### config.mk
export PLATFORM = sky130hd
export DESIGN_NAME = scan_sequencer
export DESIGN_NICKNAME = d
export VERILOG_FILES = /design/src/rtl/scan_sequencer_pkg.sv /design/src/rtl/scan_slot_timer.sv /design/src/rtl/scan_sequencer.sv
export SDC_FILE = /design/constraint.sdc
export NUM_CORES = 1
export LEC_CHECK = 0
export BUFFER_PORTS_ARGS = -buffer_cell sky130_fd_sc_hd__buf_2
export CORE_ASPECT_RATIO = 0.6
export CORE_MARGIN = 2
export CORE_UTILIZATION = 50
export CTS_CLUSTER_SIZE = 25
export DETAILED_ROUTE_END_ITERATION = 16
export PLACE_DENSITY = 0.73
export SLEW_MARGIN = 0
export SYNTH_ARGS = -nofsm -noshare
export SYNTH_HDL_FRONTEND = slang
export SYNTH_HIERARCHICAL = 1
export SYNTH_SLANG_ARGS = --single-unit
### constraint.sdc
create_clock -name clk -period 4.3 [get_ports clk]
set_input_delay 0.215 -clock clk [delete_from_list [all_inputs] [get_ports clk]]
set_output_delay 0.215 -clock clk [all_outputs]
set_load 0.02 [all_outputs]
### src/rtl/scan_sequencer_pkg.sv
// Shared types and constants for the
// 4-digit scan sequencer.
package scan_sequencer_pkg;

  typedef enum logic [1:0] {
    IDLE,
    SHOW,
    GAP
  } state_t;

  localparam int DIGITS = 4;
  localparam int IDX_W  = 2;

endpackage

### src/rtl/scan_slot_timer.sv
// Loadable down-counter timing SHOW and
// GAP phases; tc marks the final cycle.
module scan_slot_timer #(
  parameter int W = 2
) (
  input  logic         clk,
  input  logic         rst,
  input  logic         load,
  input  logic [W-1:0] load_val,
  output logic         tc,
  output logic         tc_next
);

  logic [W-1:0] cnt;

  // Reload on request, otherwise count down and park at zero.
  always_ff @(posedge clk) begin
    if (rst) begin
      cnt <= '0;
    end else if (load) begin
      cnt <= load_val;
    end else if (cnt != '0) begin
      cnt <= cnt - W'(1);
    end
  end

  assign tc      = (cnt == '0);
  assign tc_next = load ? (load_val == '0)
                        : (cnt <= W'(1));

endmodule

### src/rtl/scan_sequencer.sv
// Time-multiplexed digit scan with frame-
// latched data and a blanking gap per slot.
module scan_sequencer
  import scan_sequencer_pkg::*;
#(
  parameter int PRESCALE     = 4,
  parameter int BLANK_CYCLES = 2
) (
  input  logic        clk,
  input  logic        rst,
  input  logic        en,
  input  logic [15:0] value,
  input  logic [3:0]  blank_mask,
  output logic        sel_a,
  output logic        sel_b,
  output logic [3:0]  nibble,
  output logic        digit_valid,
  output logic        frame_done
);

  localparam int MAXC =
    (PRESCALE > BLANK_CYCLES) ? PRESCALE : BLANK_CYCLES;
  localparam int CW = $clog2(MAXC + 1);
  localparam logic [CW-1:0] SHOW_LD = CW'(PRESCALE - 1);
  localparam logic [CW-1:0] GAP_LD =
    CW'((BLANK_CYCLES > 0) ? BLANK_CYCLES - 1 : 0);
  localparam logic [IDX_W-1:0] LAST = IDX_W'(DIGITS - 1);
  localparam state_t END_ST = (BLANK_CYCLES > 0) ? GAP : SHOW;

  state_t           state, state_n;
  logic [IDX_W-1:0] idx, idx_n;
  logic [15:0]      lat, lat_n;
  logic             ld;
  logic [CW-1:0]    ld_val;
  logic             tc, tc_next;
  logic             fd_n;
  logic             vld_n;

  scan_slot_timer #(
    .W(CW)
  ) u_timer (
    .clk     (clk),
    .rst     (rst),
    .load    (ld),
    .load_val(ld_val),
    .tc      (tc),
    .tc_next (tc_next)
  );

  // Next state, digit index, frame latch and timer reloads.
  always_comb begin
    state_n = state;
    idx_n   = idx;
    lat_n   = lat;
    ld      = 1'b0;
    ld_val  = SHOW_LD;
    if (state != IDLE && !en) begin
      state_n = IDLE;
      idx_n   = '0;
      ld      = 1'b1;
      ld_val  = '0;
    end else begin
      unique case (state)
        IDLE: begin
          ld = 1'b1;
          if (en) begin
            state_n = SHOW;
            idx_n   = '0;
            lat_n   = value;
          end else begin
            ld_val = '0;
          end
        end
        SHOW: begin
          if (tc) begin
            ld = 1'b1;
            if (BLANK_CYCLES > 0) begin
              state_n = GAP;
              ld_val  = GAP_LD;
            end else begin
              idx_n = idx + IDX_W'(1);
              if (idx == LAST) lat_n = value;
            end
          end
        end
        GAP: begin
          if (tc) begin
            state_n = SHOW;
            ld      = 1'b1;
            idx_n   = idx + IDX_W'(1);
            if (idx == LAST) lat_n = value;
          end
        end
        default: begin
          state_n = IDLE;
          idx_n   = '0;
        end
      endcase
    end
    fd_n  = (state_n == END_ST) && (idx_n == LAST)
         && tc_next;
    vld_n = (state_n == SHOW) && !blank_mask[idx_n];
  end

  // Sequencer state, digit index and frame-latched value.
  always_ff @(posedge clk) begin
    if (rst) begin
      state <= IDLE;
      idx   <= '0;
      lat   <= '0;
    end else begin
      state <= state_n;
      idx   <= idx_n;
      lat   <= lat_n;
    end
  end

  // Outputs registered from next-state so they all move together.
  always_ff @(posedge clk) begin
    if (rst) begin
      sel_a       <= 1'b0;
      sel_b       <= 1'b0;
      nibble      <= '0;
      digit_valid <= 1'b0;
      frame_done  <= 1'b0;
    end else begin
      sel_a       <= (state_n != IDLE) && idx_n[1];
      sel_b       <= (state_n != IDLE) && idx_n[0];
      nibble      <= vld_n ? lat_n[{idx_n, 2'b00} +: 4] : 4'h0;
      digit_valid <= vld_n;
      frame_done  <= fd_n;
    end
  end

endmodule

* Word level (Yosys, flattened, before mapping)
Index checks and enable logic that the tools add are counted.
** Storage, ports and cells
- Register bits after elaboration :: 31
- Input bits :: 23
- Output and inout port bits :: 8
- Logic and storage cells :: 64
** Operators by class
- Mux-type cells :: 26
- Eq/ne operators :: 6
- Shift-type cells :: 1
- Bitwise operators :: 1
- Reductions and logical operators :: 17
- Magnitude comparators :: 2
- Add/subtract/negate cells :: 2
** Operators by type and width (count)
- 16-bit 2-to-1 mux :: 4
- 16-bit case mux with 2 select lines :: 1
- 2-bit 2-to-1 mux :: 10
- 16-bit by 5-bit variable part select with 4-bit output :: 1
- 2-bit case mux with 3 select lines :: 2
- 2-bit equality test, second input constant :: 4
- 1-bit logical AND :: 6
- 3-bit logical NOT :: 2
- 3-bit 2-to-1 mux :: 2
- 2-bit nonzero test :: 3
- 2-bit by 1-bit equality test with 1-bit output, second input constant :: 2
- 1-bit 2-to-1 mux :: 4
- 2-bit case mux with 2 select lines :: 1
- 2-bit OR reduction :: 2
- 3-bit by 1-bit less-or-equal comparator with 1-bit output, second input constant :: 1
- 2-bit by 3-bit less-than comparator with 1-bit output, second input constant :: 1
- 3-bit nonzero test :: 1
- 3-bit by 1-bit subtractor with 3-bit output, second input constant :: 1
- 2-bit by 1-bit adder with 2-bit output, second input constant :: 1
- 1-bit binary-select mux with 2-bit select :: 1
- 1-bit logical NOT :: 2
- 2-bit logical NOT :: 1
- 1-bit case mux with 2 select lines :: 1
- 1-bit NOT :: 1

* Depth between registers and ports, before layout
- Depth in word-level cells :: 10
- Gate-level depth with buffers :: 11
- Depth with buffers taken out :: 9

* Hierarchy
Netlist, hierarchy kept.
** By module, submodules not included
- scan_sequencer :: area an instance 1451.4 um^2, instances 1, cells each 142
- scan_slot_timer :: area an instance 242.7 um^2, instances 1, cells each 27

* Worst setup path before layout
OpenSTA, ideal clock, no wires.
- Path type :: register to register
- From :: register u_timer.cnt[0]
- To :: register nibble[2]
- Period minus slack after synthesis :: 2.063 ns
- Library setup time :: 0.123 ns
- Path slack :: 2.237 ns
- Cell stages (with the launch flop) :: 12
- Path buffers :: 2
- Arrival time :: 1.940 ns
- Path through :: dfxtp_1 -> inv_1 -> ha_1 -> nand2b_1 -> inv_1 -> buf_6 -> and3_4 -> maj3_4 -> buf_12 -> a22oi_2 -> o32a_1 -> o22ai_1
** On the way
- Cells in the longest elaborated chain, start to end :: 10
- Elaborated cells on any way between the ends :: 19
** Ends and longest elaborated chain
- from (decl) :: RTL line scan_slot_timer.sv:14 : logic [W-1:0] cnt;
- from (signal assigned) :: RTL line scan_slot_timer.sv:21 : cnt <= load_val;
- from (signal assigned) :: RTL line scan_slot_timer.sv:23 : cnt <= cnt - W'(1);
- 3-bit logical NOT * :: RTL line scan_slot_timer.sv:27 : assign tc = (cnt == '0);
- named net tc :: RTL line scan_sequencer.sv:35 : logic tc, tc_next;
- 2-bit 2-to-1 mux :: RTL line scan_sequencer.sv:87 : if (tc) begin
- 2-bit case mux with 3 select lines :: RTL line scan_sequencer.sv:63 : unique case (state)
- 2-bit 2-to-1 mux :: RTL line scan_sequencer.sv:57 : if (state != IDLE && !en) begin
- 1-bit binary-select mux with 2-bit select :: RTL line scan_sequencer.sv:102 : vld_n = (state_n == SHOW) && !blank_mask[idx_n];
- 1-bit 2-to-1 mux (implied by the code) :: RTL line scan_sequencer.sv:102
- 1-bit logical NOT :: RTL line scan_sequencer.sv:102
- 1-bit logical AND :: RTL line scan_sequencer.sv:102
- 1-bit NOT (no source line)
- 2-bit OR reduction (no source line)
- to (signal assigned) :: RTL line scan_sequencer.sv:129 : nibble <= vld_n ? lat_n[{idx_n, 2'b00} +: 4] : 4'h0;
- to (decl) :: RTL line scan_sequencer.sv:16 : output logic [3:0] nibble,
The timed path passes the listed nets; every way through them passes the cells marked *. The select of a mux whose other input is x is not followed.
A chain may end at the register's enable or synchronous reset.

* Final worst setup path
- From :: register u_timer.cnt[0]
- To :: register nibble[1]
The elaborated chain is that of the path after synthesis.

==> impl_results.md <==
- CTS H-tree depth: 2
- Die Ht: 49.1 µm
- Number of resized instances in the post-cts repair step: 0
- Total Wirelength: 3720 µm
- Final core utilization: 58.8%
- Count of mapped cells out of synthesis: about 170
- Status: completed
- Number of library cell types mapped by synthesis: 47
- Setup repair after global routing missed its margin: no
- Type of the setup path with the least slack: reg -> reg
- Layout cell share with drive strength beyond 1: 29.9%
- Initial core utilization: 52.2%
- Bufs on Longest Clock Path: 2
- Clock latency of the later-clocked register in the worst-skew pair: approximately 0.27 ns
- Number of port buffers: 30
- Number of maximum-capacitance constraint violations: 0
- Filler instances: 302
- Final nets: 233
- Measured slew at the worst slew-check pin: 0.594 ns
- Number of antenna violations at the first check in global routing: 0
- First-pass GRT wire length: 6270 µm
- Detailed placer's ending HPWL: 2860 µm
- Total number of yosys warnings: 6
- Clock tree from TritonCTS: yes
- Path category of the worst min-delay check: in -> reg
- Async S/R FF share, synth: 0%
- Count of state elements after synthesis: 31
- Final Critical Period: 2.52 ns
- Synth Area in Compound Gates: 28.0%
- Share of the clock period used by the worst path: about three fifths
- DR WL/cell: 15.1 µm
- Final WS setup: between 1.5 and 2 ns
- Synth top area share: 36.6%
- Cell with the most instances after synthesis: dfxtp_1
- Number of buffers created by CTS: 5
- Antenna diodes: 0
- Flop-to-flop setup slack: around 1.8 ns
- Post-Synthesis Cell Area: 1690 µm²
- Vias per inst: about 5.5
- CP Launch Type: flip-flop
- Data required time at the worst endpoint: 4.49 ns
- Number of ports placed on the die boundary: 31
- Final-report hold violation count: 0
- Die area: 3890 µm²
- Portion of the post-synthesis area used by sequential elements: a little over a third
- CTS clk-pin slew, worst paths: 0.07 ns
- Core Area: 3240 µm²
- # placed instances: 238
- Avg Inst Size Synth: around 10 µm²
- Antenna-violating nets left: 0
- Dominant register cell in the synthesized netlist: dfxtp_1
- Number of setup violations in the final report: 0
- Max_slew headroom: 60.4%
- Clk root buf: clkbuf_8
- Simple-Gate Fraction of Synth Area: 17.4%
- Adder-cell share of the synthesized area: 8.20%
- Largest net degree at the start of global routing: 23
- Peak supply drop: 0.207 mV
- Total power per unit cell area: 448 nW/µm²
- Die outline width: a little under 80 µm
- Post-synthesis share of cell area spent on xor and xnor gates: 0%
- Via count: 1360
- Post-route worst hold slack: 0.187 ns
- Global Route Usage Sum: 21.1%
- Number of cells in the finished layout apart from fillers: 246
- CTS hold repair buffers: 0
- Total design power: 855 µW
- Mux contribution to synthesized area: under 10%
- Worst-case setup slack after placement: about 1.8 ns
- Layout Area Growth over Synthesis: 12.6%
- EDFF count, synth: 0
- Final slew viol count: 0
- Clock sink count: 31
- Critical path capture point type: flip-flop
- Number of detailed-routing iterations run before antenna repair: 4
- Leading post-synthesis cells by cell area: dfxtp_1 (37%), a22oi_2 (7.4%), ha_1 (7.4%), nor2_1 (5.8%), nor2b_1 (3.3%)
- Area post-placement: between 1500 and 2000 µm²
- Setup repair bufs after CTS: 0
- Most frequent cells after synthesis: dfxtp_1 (31), nor2_1 (26), a22oi_2 (10), ha_1 (10), nor2b_1 (9)
- Via count of the first global-routing pass: approximately 1300
- Remaining design rule violation count: 0
- Achievable frequency: 396 MHz
- Critical Path AT: between 2 and 3 ns
- GRT overflow: 0
- Static leakage power: 0.805 nW
- Iteration-0 DRC Markers: 103
- Placement row count: 16
- Clock skew: 0.00494 ns
- Post-route setup TNS: 0 ns
- Finished layout cell area: 1910 µm²
- Critical Path Fanout Max: 16
- GPL Wtd Cong: 0.908
- Largest family of logic cells by synthesized area: compound AO/OA/AOI/OAI gates
- Most area-hungry cell type in the Yosys netlist: dfxtp_1
where the power goes:
part | switching, mW | internal (mW) | total [mW]
Clock | 0.106 | 0.113 | 0.219
Sequential | 0.0220 | 0.319 | 0.341
Combinational | 0.175 | 0.120 | 0.296
Total | 0.303 | 0.552 | 0.855
worst paths after layout:
kind	depth (start not counted)	startpoint	endpoint
max	9	u_timer/cnt[0]	nibble[1]
min	3	value[0]	lat[0]
max reg2reg	9	u_timer/cnt[0]	nibble[1]
min reg2reg	2	lat[2]	lat[2]
flip-flops by register name, summed over array words and instances, names as in the netlist:
| register | flops |
|---|---|
| lat | 16 |
| nibble | 4 |
| u_timer/cnt | 3 |
| idx | 2 |
| state | 2 |
| digit_valid | 1 |
| frame_done | 1 |
| sel_a | 1 |
| sel_b | 1 |
final cells by class:
class,count,area (µm²),share of cell area [%]
flip-flops and latches,31,621,32.5
clock buffers,6,72.6,3.80
clock inverters,2,12.5,0.656
repair buffers,30,150,7.87
inverters,7,26.3,1.38
multi-input cells,125,970,50.8
well taps,45,56.3,2.95
worst max-delay path: stages, from the launching register on:
cell	delay [ns]
dfxtp_1	0.40
inv_1	0.10
ha_1	0.25
nand2b_1	0.13
inv_1	0.17
and3_4	0.21
o21ai_4	0.48
a22oi_1	0.22
o32a_1	0.32
o22ai_1	0.15
kinds of logic after synthesis:
logic type / Yosys count
compound gates: 52
flops: 31
fa+ha+maj: 11
other cells: 1
mux: 5
simple gates: 55
buf+inv: 14
layer usage:
layer  share of wire, %  routed length (µm)  GRT usage (%)  vias up
li1                   -                   -              -      679
met1                 53                1980           33.1      636
met2                 39                1460           28.4       43
met3                7.2                 268           6.85        2
met4               0.46                  17           2.59        0
met5                  0                   0              0        -
cells in the final DEF (no fill, tap or decap), drive strengths merged, types with 5 or more instances in the layout:
cell type | Yosys | routed
nor2b | 9 | 9
inv | 7 | 7
nor2 | 26 | 26
a22oi | 16 | 16
clkbuf | 2 | 6
ha | 10 | 10
o22ai | 5 | 5
buf | 5 | 30
dfxtp | 31 | 31
o21ai | 6 | 6
(Power assumes the default switching activity.)
